### src/rtl/microcode_pkg.sv
// Shared definitions for the microcode sequencer: microinstruction field
// positions, ALU operation encodings, the decoded control bundle and the
// sequencer FSM states.
package microcode_pkg;

  // Bit positions of each field within a 34-bit microinstruction
  localparam int MEM_ADDR_MSB = 33;
  localparam int MEM_ADDR_LSB = 26;
  localparam int RA_MSB       = 25;
  localparam int RA_LSB       = 22;
  localparam int RB_MSB       = 21;
  localparam int RB_LSB       = 18;
  localparam int RD_MSB       = 17;
  localparam int RD_LSB       = 14;
  localparam int REG_WE_BIT   = 13;
  localparam int IMM_SEL_BIT  = 12;
  localparam int MEM_WE_BIT   = 11;
  localparam int ALU_OP_MSB   = 10;
  localparam int ALU_OP_LSB   = 8;
  localparam int IMM_MSB      = 7;
  localparam int IMM_LSB      = 0;

  // ALU operation encodings carried in the alu_op field
  localparam logic [2:0] ALU_ADD  = 3'd0;
  localparam logic [2:0] ALU_SUB  = 3'd1;
  localparam logic [2:0] ALU_AND  = 3'd2;
  localparam logic [2:0] ALU_OR   = 3'd3;
  localparam logic [2:0] ALU_XOR  = 3'd4;
  localparam logic [2:0] ALU_SHL  = 3'd5;
  localparam logic [2:0] ALU_SHR  = 3'd6;
  localparam logic [2:0] ALU_PASS = 3'd7;

  // Decoded datapath control fields, in microinstruction word order
  typedef struct packed {
    logic [7:0] mem_addr;
    logic [3:0] ra;
    logic [3:0] rb;
    logic [3:0] rd;
    logic       reg_we;
    logic       imm_sel;
    logic       mem_we;
    logic [2:0] alu_op;
    logic [7:0] imm;
  } uctrl_t;

  // Sequencer FSM states
  typedef enum logic [1:0] {
    IDLE  = 2'd0,
    FETCH = 2'd1,
    EXEC  = 2'd2,
    DONE  = 2'd3
  } seq_state_e;

endpackage

### src/rtl/uinstr_decode.sv
// Combinational microinstruction decoder. Splits the instruction register
// into datapath control fields and scrubs the ROM don't-care bits so the
// datapath only ever sees deterministic values. All fields are zero while
// the instruction is not valid.
module uinstr_decode
  import microcode_pkg::*;
#(
  parameter int WORD_W = 34
) (
  input  logic [WORD_W-1:0] ir,
  input  logic              valid,
  output uctrl_t            ctrl
);

  // Field extraction plus scrub of operands the instruction does not use
  always_comb begin
    ctrl = '0;
    if (valid) begin
      ctrl.ra      = ir[RA_MSB:RA_LSB];
      ctrl.rd      = ir[RD_MSB:RD_LSB];
      ctrl.reg_we  = ir[REG_WE_BIT];
      ctrl.imm_sel = ir[IMM_SEL_BIT];
      ctrl.mem_we  = ir[MEM_WE_BIT];
      if (ir[IMM_SEL_BIT]) begin
        // Immediate operand: rb and alu_op are don't-cares in the ROM
        ctrl.rb     = 4'd0;
        ctrl.alu_op = ALU_ADD;
        ctrl.imm    = ir[IMM_MSB:IMM_LSB];
      end else begin
        ctrl.rb     = ir[RB_MSB:RB_LSB];
        ctrl.alu_op = ir[ALU_OP_MSB:ALU_OP_LSB];
        ctrl.imm    = 8'd0;
      end
      if (ir[MEM_WE_BIT]) begin
        ctrl.mem_addr = ir[MEM_ADDR_MSB:MEM_ADDR_LSB];
      end else begin
        ctrl.mem_addr = 8'd0;
      end
    end else begin
      ctrl = '0;
    end
  end

endmodule

### src/rtl/microcode_sequencer.sv
// Reader side of the 64x34 microcode ROM. Owns the micro-PC, fetches one
// microinstruction per step into the instruction register, and presents the
// decoded fields to the datapath until it accepts them. Outputs depend only
// on registered state, never combinationally on rom_data.
module microcode_sequencer
  import microcode_pkg::*;
#(
  parameter int ADDR_W = 6,
  parameter int WORD_W = 34
) (
  input  logic              clk,
  input  logic              rst,
  input  logic              start,
  input  logic              abort,
  input  logic [ADDR_W-1:0] end_addr,
  output logic [ADDR_W-1:0] rom_addr,
  input  logic [WORD_W-1:0] rom_data,
  output logic              ctrl_valid,
  input  logic              dp_ready,
  output logic [3:0]        ra,
  output logic [3:0]        rb,
  output logic [3:0]        rd,
  output logic              reg_we,
  output logic              imm_sel,
  output logic              mem_we,
  output logic [2:0]        alu_op,
  output logic [7:0]        imm,
  output logic [7:0]        mem_addr,
  output logic              busy,
  output logic              done
);

  seq_state_e          state_r;
  seq_state_e          state_nx_s;
  logic [ADDR_W-1:0]   pc_r;
  logic [ADDR_W-1:0]   end_q_r;
  logic [WORD_W-1:0]   ir_r;
  logic                handshake_s;
  logic                last_s;
  uctrl_t              ctrl_s;

  assign handshake_s = (state_r == EXEC) && dp_ready;
  assign last_s      = (pc_r == end_q_r);

  // FSM state register
  always_ff @(posedge clk or posedge rst) begin
    if (rst) begin
      state_r <= IDLE;
    end else begin
      state_r <= state_nx_s;
    end
  end

  // Next-state logic; abort overrides both start and the handshake
  always_comb begin
    state_nx_s = state_r;
    case (state_r)
      IDLE: begin
        if (abort) begin
          state_nx_s = IDLE;
        end else if (start) begin
          state_nx_s = FETCH;
        end else begin
          state_nx_s = IDLE;
        end
      end
      FETCH: begin
        if (abort) begin
          state_nx_s = IDLE;
        end else begin
          state_nx_s = EXEC;
        end
      end
      EXEC: begin
        if (abort) begin
          state_nx_s = IDLE;
        end else if (handshake_s) begin
          state_nx_s = last_s ? DONE : FETCH;
        end else begin
          state_nx_s = EXEC;
        end
      end
      DONE:    state_nx_s = IDLE;
      default: state_nx_s = IDLE;
    endcase
  end

  // Micro-PC, program end bound and instruction register
  always_ff @(posedge clk or posedge rst) begin
    if (rst) begin
      pc_r    <= {ADDR_W{1'b0}};
      end_q_r <= {ADDR_W{1'b0}};
      ir_r    <= {WORD_W{1'b0}};
    end else if (abort) begin
      pc_r    <= pc_r;
      end_q_r <= end_q_r;
      ir_r    <= ir_r;
    end else begin
      case (state_r)
        IDLE: begin
          if (start) begin
            pc_r    <= {ADDR_W{1'b0}};
            end_q_r <= end_addr;
          end else begin
            pc_r    <= pc_r;
            end_q_r <= end_q_r;
          end
        end
        FETCH: ir_r <= rom_data;
        EXEC: begin
          // The end bound is reached before pc could pass the top address
          if (handshake_s && !last_s) begin
            pc_r <= pc_r + {{(ADDR_W-1){1'b0}}, 1'b1};
          end else begin
            pc_r <= pc_r;
          end
        end
        default: begin
          pc_r    <= pc_r;
          end_q_r <= end_q_r;
          ir_r    <= ir_r;
        end
      endcase
    end
  end

  // Status outputs decoded from the current state
  always_comb begin
    ctrl_valid = 1'b0;
    busy       = 1'b0;
    done       = 1'b0;
    case (state_r)
      IDLE:  begin ctrl_valid = 1'b0; busy = 1'b0; done = 1'b0; end
      FETCH: begin ctrl_valid = 1'b0; busy = 1'b1; done = 1'b0; end
      EXEC:  begin ctrl_valid = 1'b1; busy = 1'b1; done = 1'b0; end
      DONE:  begin ctrl_valid = 1'b0; busy = 1'b0; done = 1'b1; end
      default: begin ctrl_valid = 1'b0; busy = 1'b0; done = 1'b0; end
    endcase
  end

  assign rom_addr = pc_r;

  uinstr_decode #(
    .WORD_W (WORD_W)
  ) u_decode (
    .ir    (ir_r),
    .valid (ctrl_valid),
    .ctrl  (ctrl_s)
  );

  assign mem_addr = ctrl_s.mem_addr;
  assign ra       = ctrl_s.ra;
  assign rb       = ctrl_s.rb;
  assign rd       = ctrl_s.rd;
  assign reg_we   = ctrl_s.reg_we;
  assign imm_sel  = ctrl_s.imm_sel;
  assign mem_we   = ctrl_s.mem_we;
  assign alu_op   = ctrl_s.alu_op;
  assign imm      = ctrl_s.imm;

endmodule
### config.mk
export PLATFORM = sky130hd
export DESIGN_NAME = microcode_sequencer
export DESIGN_NICKNAME = d
export VERILOG_FILES = /design/src/rtl/microcode_pkg.sv /design/src/rtl/uinstr_decode.sv /design/src/rtl/microcode_sequencer.sv
export SDC_FILE = /design/constraint.sdc
export NUM_CORES = 1
export LEC_CHECK = 0
export ABC_CLOCK_PERIOD_IN_PS = 2000
export BUFFER_PORTS_ARGS = -buffer_cell sky130_fd_sc_hd__buf_2
export CORE_MARGIN = 4
export CORE_UTILIZATION = 44
export CTS_CLUSTER_SIZE = 20
export DETAILED_ROUTE_END_ITERATION = 7
export PLACE_DENSITY = 0.76
export SYNTH_ARGS = -nofsm -noshare
export SYNTH_HDL_FRONTEND = slang
export SYNTH_SLANG_ARGS = --single-unit
### constraint.sdc
create_clock -name clk -period 2 [get_ports clk]
set_clock_uncertainty 0.2 [all_clocks]
set_input_delay 0.3 -clock clk [delete_from_list [all_inputs] [get_ports clk]]
set_output_delay 0.3 -clock clk [all_outputs]
set_load 0.01 [all_outputs]
==> impl_metrics.env <==
export IMPL_synth_simple_gate_area_share=0.147
export IMPL_stdcell_count=352
export IMPL_p_per_area_mw_per_mm2=712
export IMPL_syn_nets=237
export IMPL_drtIter0Drc=71
export IMPL_synth_flop_cell="dfrtp_1"
export IMPL_arrival_ns=1.97
export IMPL_cp_depth=7
export IMPL_wl_met2_um=2240
export IMPL_ys_warn_count=0
export IMPL_finalCriticalPeriod_ns=1.93
export IMPL_ys_seq_area_frac=0.521
export IMPL_post_synth_fa_ha_maj_area_fraction=0.0326
export IMPL_numPlacedInstances=341
export IMPL_io_pins=88
export IMPL_slew_viol_final=0
export IMPL_routed_wl_um=4770
export IMPL_antenna_cells=0
export IMPL_final_cell_mix="buf_2, dfrtp_1, mux2_1"
export IMPL_rows=26
export IMPL_min_from="rom_data[12]"
export IMPL_path_cells="inv_1 > ha_1 > nand2_1 > a21oi_2 > nand2_2 > or4_1 > nand3_1"
export IMPL_drv_cap=0
export IMPL_first_pass_iters=4
export IMPL_worstReg2RegEnd="rom_addr[4]"
export IMPL_die_w_um=80.4
export IMPL_place_congestion=0.861
export IMPL_ys_types=30
export IMPL_clock_path_buffers=2
export IMPL_path_buf_inv=1
export IMPL_htree_levels=2
export IMPL_ys_ff_latch=48
export IMPL_cp_max_fo=4
export IMPL_hold_viol_final=0
export IMPL_hpwl_um=3650
export IMPL_syn_instance_count=186
export IMPL_clockRootBuffer="clkbuf_8"
export IMPL_total_power_uw=2180
export IMPL_synth_xor_area_frac=0.0293
export IMPL_drcViolationCount=0
export IMPL_tightestPinTransition_ns=0.452
export IMPL_antenna_left=0
export IMPL_met1_length_um=2090
export IMPL_holdPathEnd="ir_r[12]"
export IMPL_antenna_found_initial=0
export IMPL_start_util=0.451
export IMPL_grt_pass1_wl_um=7880
export IMPL_syn2layout_area_growth_pct=32.7
export IMPL_avgSynthCellArea_sq_um=12.4
export IMPL_grt_pass1_vias=1684
export IMPL_cpPeakStageDelay_ns=0.46
export IMPL_crit_type="reg -> reg"
export IMPL_slew_headroom=0.699
export IMPL_cts_buffers=5
export IMPL_portBuffers=87
export IMPL_die_height_um=80.4
export IMPL_synth_edf_count=0
export IMPL_hold_depth=2
export IMPL_crit_family="simple AND/OR/NAND/NOR gates"
export IMPL_nets=332
export IMPL_top_layer="met4"
export IMPL_rsz0062_at_grt="yes"
export IMPL_clk_pin_slew_ns=0.09
export IMPL_cp_data_required_time_ns=2.03
export IMPL_worstSkewPairLatency_ns=0.30
export IMPL_max_freq_mhz=518
export IMPL_wl_per_cell_um=13.6
export IMPL_slowest_stage="or4_1"
export IMPL_rr_worst_depth=7
export IMPL_syn_area_sq_mm=0.00231
export IMPL_rrSetupSlack_ns=0.07
export IMPL_synth_top_family_by_area="multiplexers"
export IMPL_layout_drive_gt1_share=0.418
export IMPL_grt_overflow=0
export IMPL_start_kind="register"
export IMPL_synth_compound_area_frac=0.0445
export IMPL_clock_sinks=48
export IMPL_grt_max_degree=35
export IMPL_worst_setup_path_end_kind="register"
export IMPL_muxShareOfSynthArea=0.200
export IMPL_synth_async_reset_ratio=1.00
export IMPL_cts_tree="done"
export IMPL_status="completed"
export IMPL_timing_final_crit_share=0.966
export IMPL_layout_commonest_cell="buf_2"
export IMPL_peakVddDrop_v=0.000412
export IMPL_hold_class="in -> reg"
export IMPL_leakagePower_uw=0.00158
export IMPL_r2r_start="state_r[1]"
export IMPL_setup_violations=0
export IMPL_vias=1704
export IMPL_wl_met3_um=389
export IMPL_core_sq_mm=0.00511
export IMPL_track_usage=0.157
export IMPL_dieArea_sq_mm=0.00646
export IMPL_vias_per_cell=4.84
-- worst max-delay path by stage --
stage / startpoint / end / slack (ns)
floorplan: state_r[0] / rom_addr[3] / 0.07
global placement: state_r[0] / rom_addr[4] / 0.11
detailed placement: state_r[1] / rom_addr[4] / 0.01
CTS: state_r[1] / rom_addr[4] / 0.003
global route: state_r[1] / rom_addr[4] / -0.03
finish: state_r[1] / rom_addr[4] / 0.07
-- synthesized netlist by cell type, types with 3 or more instances --
| library cell | number | area, sq um |
|---|---|---|
| buf_2 | 4 | 20.0 |
| dfrtp_1 | 48 | 1200 |
| xnor2_1 | 4 | 35.0 |
| inv_1 | 6 | 22.5 |
| mux2_1 | 40 | 450 |
| nand3_1 | 4 | 20.0 |
| clkbuf_1 | 5 | 18.8 |
| and3_1 | 16 | 100 |
| nand2_1 | 6 | 22.5 |
| ha_1 | 6 | 75.1 |
| a21oi_1 | 4 | 20.0 |
| nand2b_1 | 3 | 18.8 |
| and2_1 | 18 | 113 |
-- logic make-up after synthesis --
logic type	count (synthesis)
and+or+nand+nor	57
DFF	48
muxes	41
buffers and inverters	15
AOI/OAI and AO/OA	13
xor gates and xnor gates	6
adders and majority gates	6
-- layer usage --
metal	GRT usage	up-vias
met5	0	-
met4	0.0405	0
met3	0.0460	5
met2	0.250	61
met1	0.210	805
li1	-	833
-- worst reg2reg max path, cell delays in order (launching register included) --
cell,delay (ns)
dfrtp_2,0.45
inv_1,0.09
ha_1,0.19
nand2_1,0.10
a21oi_2,0.19
nand2_2,0.09
or4_1,0.46
nand3_1,0.09
-- sequential cells by signal, indices dropped and copies added, names as in the netlist --
| signal | flops |
|---|---|
| end_q_r | 6 |
| rom_addr | 6 |
| ir_r | 34 |
| state_r | 2 |
-- stage by stage --
stage	hold WS, ns	area, sq um	worst slack [ns]	util	TNS (ns)
2_1_floorplan	0.173	2310	0.0742	-	0
3_3_place_gp	0.142	2880	0.106	0.563	0
3_5_place_dp	0.137	2880	0.0141	0.563	0
4_1_cts	0.00353	3010	0.00293	0.589	0
5_1_grt	0.00249	3060	-0.0266	0.599	-0.0758
6_report	0.00999	3060	0.0683	0.599	0
-- timing repair --
item | 4_1_cts | 5_1_grt
setup buffers | 1 | 1
hold endpoints to repair | 21 | 0
cloned | 0 | 0
resized for setup | 6 | 9
hold buffers | 1 | 0
setup endpoints to repair | 35 | 38
pin swaps | 0 | 4
-- final cells by class --
class	count	area, sq um
fillers	440	2050
flip-flops and latches	48	1200
multi-input cells	123	1090
repair buffers	97	557
well taps	70	87.6
clock buffers	6	82.6
inverters	6	22.5
clock inverters	2	15.0
-- where the power goes --
part | switching [uW] | leakage (uW) | internal, uW
Sequential | 111 | 0.000587 | 1170
Combinational | 123 | 0.000949 | 179
Clock | 316 | 0.0000434 | 280
Total | 550 | 0.00158 | 1630
(Power assumes the default switching activity.)
